`config.mk`:
```
export PLATFORM = sky130hd
export DESIGN_NAME = restoring_divider
export DESIGN_NICKNAME = d
export VERILOG_FILES = /design/src/rtl/divider_pkg.sv /design/src/rtl/full_adder.sv /design/src/rtl/sub_stage.sv /design/src/rtl/restoring_divider.sv
export SDC_FILE = /design/constraint.sdc
export NUM_CORES = 1
export LEC_CHECK = 0
export ABC_AREA = 1
export CORE_ASPECT_RATIO = 1.1
export CORE_MARGIN = 3
export CORE_UTILIZATION = 52
export DETAILED_ROUTE_END_ITERATION = 10
export GPL_TIMING_DRIVEN = 0
export PLACE_DENSITY = 0.84
export SYNTH_ARGS = -nofsm -noshare
export SYNTH_HDL_FRONTEND = slang
export SYNTH_SLANG_ARGS = --single-unit
```
`constraint.sdc`:
```
create_clock -name clk -period 17.1 [get_ports clk]
set_clock_uncertainty 0.05 [all_clocks]
set_input_delay 3.42 -clock clk [delete_from_list [all_inputs] [get_ports clk]]
set_output_delay 3.42 -clock clk [all_outputs]
set_load 0.05 [all_outputs]
```
`src/rtl/divider_pkg.sv`:
```
// rtl/divider_pkg.sv - shared constants, state encoding and sizing helper for the divider
package divider_pkg;

  localparam int DIV_WIDTH = 32;

  typedef enum logic [1:0] {
    IDLE = 2'd0,
    RUN  = 2'd1,
    FIN  = 2'd2
  } div_state_e;

  // Iteration counter counts WIDTH-1 down to 0.
  function automatic int cnt_width(input int width);
    return (width > 2) ? $clog2(width) : 1;
  endfunction

  localparam int DIV_CNT_W = cnt_width(DIV_WIDTH);

endpackage

```
`src/rtl/full_adder.sv`:
```
// rtl/full_adder.sv - single-bit full adder cell of the adder family
module full_adder (
  input  logic a,
  input  logic b,
  input  logic cin,
  output logic sum,
  output logic cout
);

  assign sum  = a ^ b ^ cin;
  assign cout = (a & b) | (a & cin) | (b & cin);

endmodule

```
`src/rtl/sub_stage.sv`:
```
// rtl/sub_stage.sv - ripple subtractor a + ~b + 1 built from full_adder cells
module sub_stage #(
  parameter int N = 33
) (
  input  logic [N-1:0] a,
  input  logic [N-1:0] b,
  output logic [N-1:0] diff,
  output logic         borrow
);

  logic [N:0] carry;

  assign carry[0] = 1'b1;

  for (genvar i = 0; i < N; i++) begin : g_bit
    full_adder u_fa (
      .a    (a[i]),
      .b    (~b[i]),
      .cin  (carry[i]),
      .sum  (diff[i]),
      .cout (carry[i+1])
    );
  end

  // No carry out of the top bit means a < b.
  assign borrow = ~carry[N];

endmodule

```
`src/rtl/restoring_divider.sv`:
```
// rtl/restoring_divider.sv - multi-cycle unsigned restoring divider, one quotient bit per clock
module restoring_divider
  import divider_pkg::*;
#(
  parameter int WIDTH = DIV_WIDTH
) (
  input  logic             clk,
  input  logic             rst_n,
  input  logic             start,
  input  logic [WIDTH-1:0] dividend,
  input  logic [WIDTH-1:0] divisor,
  output logic             busy,
  output logic             done,
  output logic [WIDTH-1:0] quotient,
  output logic [WIDTH-1:0] remainder,
  output logic             div_by_zero
);

  localparam int CW = cnt_width(WIDTH);

  div_state_e       state_q, state_d;
  logic [WIDTH-1:0] rem_q, rem_d;
  logic [WIDTH-1:0] q_q, q_d;
  logic [WIDTH-1:0] dvs_q, dvs_d;
  logic [CW-1:0]    count_q, count_d;
  logic             zero_q, zero_d;
  logic             busy_q, busy_d;
  logic             done_q, done_d;
  logic [WIDTH-1:0] quotient_q, quotient_d;
  logic [WIDTH-1:0] remainder_q, remainder_d;
  logic             dbz_q, dbz_d;

  logic [WIDTH:0]   trial_a;
  logic [WIDTH:0]   trial_diff;
  logic             trial_borrow;
  logic [WIDTH-1:0] rem_step;
  logic [WIDTH-1:0] q_step;

  // Partial remainder shifted left with the next dividend bit brought in.
  assign trial_a = {rem_q, q_q[WIDTH-1]};

  sub_stage #(.N(WIDTH + 1)) u_sub (
    .a      (trial_a),
    .b      ({1'b0, dvs_q}),
    .diff   (trial_diff),
    .borrow (trial_borrow)
  );

  assign rem_step = trial_borrow ? trial_a[WIDTH-1:0] : trial_diff[WIDTH-1:0];
  assign q_step   = {q_q[WIDTH-2:0], ~trial_borrow};

  always_comb begin
    state_d     = state_q;
    rem_d       = rem_q;
    q_d         = q_q;
    dvs_d       = dvs_q;
    count_d     = count_q;
    zero_d      = zero_q;
    busy_d      = busy_q;
    done_d      = done_q;
    quotient_d  = quotient_q;
    remainder_d = remainder_q;
    dbz_d       = dbz_q;

    case (state_q)
      IDLE, FIN: begin
        done_d  = 1'b0;
        state_d = IDLE;
        if (start) begin
          dvs_d   = divisor;
          zero_d  = (divisor == '0);
          q_d     = dividend;
          rem_d   = '0;
          count_d = (divisor == '0) ? '0 : CW'(WIDTH - 1);
          busy_d  = 1'b1;
          dbz_d   = 1'b0;
          state_d = RUN;
        end
      end
      RUN: begin
        if (zero_q) begin
          // Divide by zero resolves in a single cycle; q_q still holds the dividend.
          quotient_d  = '1;
          remainder_d = q_q;
          dbz_d       = 1'b1;
          done_d      = 1'b1;
          busy_d      = 1'b0;
          state_d     = FIN;
        end else begin
          rem_d   = rem_step;
          q_d     = q_step;
          count_d = count_q - 1'b1;
          if (count_q == '0) begin
            quotient_d  = q_step;
            remainder_d = rem_step;
            done_d      = 1'b1;
            busy_d      = 1'b0;
            state_d     = FIN;
          end
        end
      end
      default: begin
        state_d = IDLE;
        busy_d  = 1'b0;
        done_d  = 1'b0;
      end
    endcase
  end

  always_ff @(posedge clk or negedge rst_n) begin
    if (!rst_n) begin
      state_q     <= IDLE;
      rem_q       <= '0;
      q_q         <= '0;
      dvs_q       <= '0;
      count_q     <= '0;
      zero_q      <= 1'b0;
      busy_q      <= 1'b0;
      done_q      <= 1'b0;
      quotient_q  <= '0;
      remainder_q <= '0;
      dbz_q       <= 1'b0;
    end else begin
      state_q     <= state_d;
      rem_q       <= rem_d;
      q_q         <= q_d;
      dvs_q       <= dvs_d;
      count_q     <= count_d;
      zero_q      <= zero_d;
      busy_q      <= busy_d;
      done_q      <= done_d;
      quotient_q  <= quotient_d;
      remainder_q <= remainder_d;
      dbz_q       <= dbz_d;
    end
  end

  assign busy        = busy_q;
  assign done        = done_q;
  assign quotient    = quotient_q;
  assign remainder   = remainder_q;
  assign div_by_zero = dbz_q;

endmodule

```
Word-level counts from Yosys, hierarchy flattened

Index checks and enable logic that the tools add are counted.

Input port bits: 67
Register bits after elaboration: 171
Output and inout bits: 67

Bitwise operators: 257
$add $sub $neg: 1
Reductions and logical operators: 11
Multiplexer cells: 29
Equality and inequality tests: 6

Operators by type and width:

| cell                | count |
|---|---|
| $mux 32             | 9 |
| $pmux 32 s2         | 2 |
| $and 1x1->1         | 95 |
| $or 1x1->1          | 66 |
| $xor 1x1->1         | 63 |
| $not 1->1           | 33 |
| $logic_not 32->1    | 1 |
| $mux 5              | 3 |
| $pmux 5 s2          | 1 |
| $mux 1              | 9 |
| $ne 2x2->1 const B  | 3 |
| $reduce_and 2->1    | 3 |
| $reduce_and 3->1    | 2 |
| $logic_not 5->1     | 1 |
| $sub 5x1->5 const B | 1 |
| $mux 2              | 2 |
| $pmux 1 s2          | 2 |
| $pmux 2 s2          | 1 |
| $reduce_bool 2->1   | 2 |
| $ne 3x3->1 const B  | 1 |
| $eq 2x1->1 const B  | 1 |
| $eq 2x2->1 const B  | 1 |
| $logic_not 2->1     | 1 |
| $reduce_or 2->1     | 1 |

Logic depth before layout (Yosys ltp)

Word-level depth: 103
Mapped depth: 43
Gate-level depth less buffers: 43

Hierarchy

From an unflattened synthesis, not the netlist that was laid out.

Cells, all modules: 963
Area total of the unflattened synthesis: 8,323.0 um^2

Modules (own cells, without submodules):

| module            | instances | area each (um^2) | cells an instance |
|---|---|---|---|
| restoring_divider | 1         | 7,531.0          | 895 |
| full_adder        | 33        | 20.0             | 1 |
| sub_stage         | 1         | 131.4            | 35 |

Worst setup path after synthesis

No wires, ideal clock.

Path kind: register to register
Start: register q_q[31]
End: register remainder_q[13], in the netlist remainder[13]
Library setup time: 82 ps
Data required time: 16,968 ps
Stages on the path, launching flop included: 42
Arrival time: 14,241 ps
Period minus slack after synthesis: 14,373 ps
Setup slack: 2,727 ps
Path through: dfrtp_1 inv_1 ha_1 inv_1 fa_1 fa_1 fa_1 fa_1 fa_1 fa_1 fa_1 fa_1 fa_1 fa_1 fa_1 fa_1 fa_1 fa_1 [... 6 more ...] fa_1 fa_1 fa_1 fa_1 fa_1 fa_1 fa_1 fa_1 fa_1 inv_1 fa_1 inv_1 fa_1 nor2_2 buf_2 o21ai_0 or2_2 a31oi_1

Word-level cells in the longest chain between the ends: 102

RTL lines:

| item                        | RTL line                 | text |
|---|---|---|
| from (decl)                 | restoring_divider.sv:23  | `logic [WIDTH-1:0] q_q, q_d;` |
| from (signal assigned)      | restoring_divider.sv:126 | `q_q <= q_d;` |
| $and 1x1->1                 | full_adder.sv:11         | `assign cout = (a & b) \| (a & cin) \| (b & cin);` |
| $or 1x1->1 (*) (2 in a row) | full_adder.sv:11         |  |
| $and 1x1->1                 | full_adder.sv:11         |  |
| $or 1x1->1                  | full_adder.sv:11         |  |
| $or 1x1->1 (*)              | full_adder.sv:11         |  |
| $and 1x1->1                 | full_adder.sv:11         |  |
| $or 1x1->1                  | full_adder.sv:11         |  |
| $or 1x1->1 (*)              | full_adder.sv:11         |  |
| [... 82 more ...]           | n/a                      |  |
| $or 1x1->1 (2 in a row)     | full_adder.sv:11         |  |
| $and 1x1->1                 | full_adder.sv:11         |  |
| $or 1x1->1 (2 in a row)     | full_adder.sv:11         |  |
| $and 1x1->1                 | full_adder.sv:11         |  |
| $or 1x1->1 (2 in a row)     | full_adder.sv:11         |  |
| $mux 32 (*)                 | restoring_divider.sv:49  | `assign rem_step = trial_borrow ? trial_a[WIDTH-1:0] : trial_diff[WIDTH-1:0];` |
| $mux 32 (*)                 | restoring_divider.sv:93  | `if (count_q == '0) begin` |
| $mux 32 (*)                 | restoring_divider.sv:81  | `if (zero_q) begin` |
| to (signal assigned)        | restoring_divider.sv:133 | `remainder_q <= remainder_d;` |
| to (decl)                   | restoring_divider.sv:30  | `logic [WIDTH-1:0] remainder_q, remainder_d;` |

Every way passes the cells marked *; elsewhere a longest branch is shown, timed or not. The select of a mux whose other input is x is not followed.
A chain may end at the register's enable or synchronous reset.

Final worst setup path

Start: register q_q[31]
End: register remainder_q[20], in the netlist remainder[20]

Word-level cells in the longest chain between the ends: 102

RTL lines:

| item                        | RTL line |
|---|---|
| $and 1x1->1                 | full_adder.sv:11 |
| $or 1x1->1 (*) (2 in a row) | full_adder.sv:11 |
| $and 1x1->1                 | full_adder.sv:11 |
| $or 1x1->1                  | full_adder.sv:11 |
| $or 1x1->1 (*)              | full_adder.sv:11 |
| $and 1x1->1                 | full_adder.sv:11 |
| $or 1x1->1                  | full_adder.sv:11 |
| $or 1x1->1 (*)              | full_adder.sv:11 |
| [... 82 more ...]           | n/a |
| $or 1x1->1 (2 in a row)     | full_adder.sv:11 |
| $and 1x1->1                 | full_adder.sv:11 |
| $or 1x1->1 (2 in a row)     | full_adder.sv:11 |
| $and 1x1->1                 | full_adder.sv:11 |
| $or 1x1->1 (2 in a row)     | full_adder.sv:11 |
| $mux 32 (*)                 | restoring_divider.sv:49 |
| $mux 32 (*)                 | restoring_divider.sv:93 |
| $mux 32 (*)                 | restoring_divider.sv:81 |

Marked as above.

==> qor.yml <==
grt_pass1_vias: 7034
netlist_area_sq_mm: 0.00828
pwr-share-seq: 0.289
ir_drop_v: 0.000109
post-route-period-util: 0.894
crit_type: "register to register"
synth_mux_area_frac: 0
htree_levels: 4
cpLargestDelayFamily: "adder cells"
yosysTopAreaCell: "dfrtp_1"
dieArea_sq_mm: 0.0175
ys_types: 34
post_cts_buffers: 0
finalMaxSlewViolations: 0
syn_inst: 892
synth_top_family_by_area: "simple AND/OR/NAND/NOR gates"
required_ps: 17400
cp-start-kind: "register"
ctsResizeCount: 0
synth-async-reset-ratio: 1.00
grt_first_pass_wirelength_um: 35500
ys_top_cells_by_area: "dfrtp_1, nand2_1, fa_1"
ctsHoldBuffers: 0
syn-num-nets: 993
dr.pass1.iters: 5
p_leak_nw: 4.68
drive_gt1_frac: 0.0992
clk_pin_slew_ps: 60
antenna_found_initial: 0
hold_viol: 0
power_switching_mw: 1.14
drtAntennaViolNets: 0
grt_overflow_total: 0
timing.final.ws_setup_ps: 1810
cts_tree: "done"
fin_nets: 1146
drc_errors: 0
yosys_warnings: 0
portBuffers: 133
fmax_ghz: 0.0654
insertion_delay_ps: 430
floorplan.initialDensity: 0.539
synth_xor_area_frac: 0.00212
synthAdderAreaFrac: 0.0795
p_per_area_mw_per_mm2: 228
switching_share: 0.480
die_x_um: 126
post_drt_wl_per_cell_um: 17.3
syn_avg_cell_area_sq_um: 9.28
rows: 47
vias: 7008
synth_edf_count: 0
endpoint_kind: "register"
slew_headroom: 0.537
cts_buffers: 17
clockBufferDepth: 2
dp_hpwl_um: 16100
slowest_delay_ps: 460
setup_viol: 0
tightest_slew_ps: 694
ys_seq_area_frac: 0.514
grtUsageTotal: 0.253
slowest_stage: "fa_1"
crit_buf_inv: 5
min_period_ps: 15290
maxCapViolations: 0
fin_cells: 1254
synth-compound-area-share: 0.160
crit_path_max_fanout: 10
dp_slack_ps: 1750
antenna_cells: 0
status: "finished clean"
root_buffer: "clkbuf_16"
grt_setup_unrepaired: "no"
io_pins: 134
hold_path.class: "register to register"
power.internal_mw: 1.24
final_core_util: 0.679
cts_sinks: 170
die_h_um: 138
cp_common_cell: "fa_1"
grt_max_degree: 126
dp_cells: 1222
fp.coreArea_sq_mm: 0.0153
synth_top_area_frac: 0.514
synth_ff_type: "dfrtp_1"
critPathArrivalTime_ps: 15590
drtIter0Drc: 720
setup_tns_ps: 0
via_per_inst: 5.59
synthSimpleGateAreaFrac: 0.177
comb_power_share: 0.563
clkPwrFrac: 0.148
place.gp.congestion: 0.866
ys_ff_latch: 170
wl_um: 21700
layout.filler_cells: 1131
syn_to_final_growth_pct: 25.8
final timing paths:
kind	startpoint	endpoint	slack, ps	cells past startpoint
max in group asynchronous	rst_n	remainder[20]$_DFFE_PN0P_	13240	2
worst max register to register	q_q[31]$_DFFE_PN0P_	remainder[20]$_DFFE_PN0P_	1810	41
worst max-delay path	q_q[31]$_DFFE_PN0P_	remainder[20]$_DFFE_PN0P_	1810	41
worst min register to register	dvs_q[26]$_DFFE_PN0P_	dvs_q[26]$_DFFE_PN0P_	440	2
min in group asynchronous	rst_n	quotient[25]$_DFFE_PN0P_	2830	1
worst min-delay path	dvs_q[26]$_DFFE_PN0P_	dvs_q[26]$_DFFE_PN0P_	440	2
placed cells by master, fill, tap and decap left out, types with 2 or more instances in the layout:
cell type / synthesis / layout
o22ai_1: 13 / 13
o211ai_1: 32 / 32
a31oi_1: 62 / 62
dfrtp_1: 170 / 170
clkbuf_8: 0 / 3
inv_2: 3 / 3
o22ai_2: 20 / 20
or2_1: 7 / 7
clkinvlp_4: 0 / 2
nor2_1: 84 / 84
fa_1: 31 / 31
or2_2: 22 / 22
clkdlybuf4s50_1: 0 / 132
buf_4: 4 / 4
a21oi_1: 3 / 3
clkinv_2: 0 / 6
nand3_1: 12 / 12
buf_1: 2 / 2
clkbuf_16: 0 / 17
buf_2: 17 / 17
clkbuf_1: 30 / 34
o21ai_0: 68 / 68
ha_1: 3 / 3
nand2_1: 219 / 219
inv_1: 75 / 75
buf_6: 2 / 2
registers in the layout (all words and copies together) (netlist names):
register     flops
div_by_zero      1
state_q          2
rem_q           32
remainder       32
busy             1
count_q          5
quotient        32
dvs_q           32
zero_q           1
q_q             32
per-layer routing:
metal  part of all wire  up-vias  global-route usage
met3              0.067       47              0.0459
met1               0.42     3421               0.346
met5                  0        -                   0
met2               0.49      297               0.413
met4              0.026        0              0.0858
li1                   -     3243                   -
power groups by stage:
stage | Clock, mW | Combinational, mW | Sequential [mW]
after global routing | 0.371 | 1.47 | 0.704
after floorplan | 0 | 0.738 | 0.862
after detailed placement | 0 | 1.32 | 0.689
after global placement | 0 | 1.27 | 0.685
final | 0.351 | 1.34 | 0.688
after CTS | 0.352 | 1.34 | 0.684
synth_stat cells (2+ instances only):
cell type,number
clkbuf_1,30
buf_1,2
o22ai_1,13
buf_6,2
inv_2,3
nand2_1,219
ha_1,3
nor2_1,84
o211ai_1,32
o22ai_2,20
nand3_1,12
dfrtp_1,170
inv_1,75
o21ai_0,68
a31oi_1,62
buf_4,4
or2_2,22
fa_1,31
buf_2,17
a21oi_1,3
or2_1,7
layout make-up:
| class | instances | area (sq um) | area share |
|---|---|---|---|
| Clock buffer | 24 | 482 | 0.0462 |
| Tap cell | 196 | 245 | 0.0235 |
| Timing Repair Buffer | 134 | 1360 | 0.131 |
| Buffer | 55 | 258 | 0.0247 |
| Sequential cell | 170 | 4250 | 0.408 |
| Clock inverter | 8 | 45.0 | 0.00432 |
| Inverter | 80 | 303 | 0.0291 |
| Multi-Input combinational cell | 587 | 3470 | 0.333 |
stage by stage:
step / hold WS [ps] / power, mW / instance area [sq um]
4_1_cts: 443 / 2.37 / 10400
2_1_floorplan: 403 / 1.60 / 8280
3_3_place_gp: 419 / 1.96 / 9860
3_5_place_dp: 426 / 2.01 / 9890
5_1_grt: 475 / 2.55 / 10400
6_report: 443 / 2.38 / 10400
cell families after synthesis:
| logic type | Yosys count |
|---|---|
| compound gates | 199 |
| xor+xnor | 2 |
| fa+ha+maj | 34 |
| buf+inv | 135 |
| flops | 170 |
| simple gates | 352 |
worst min-delay path: cells and delay by family (launching register included):
kind,cells,cell delay (ps)
simple gates,1,50
compound gates,1,60
flops,1,350
No activity file was read; power rests on OpenSTA's default activity.
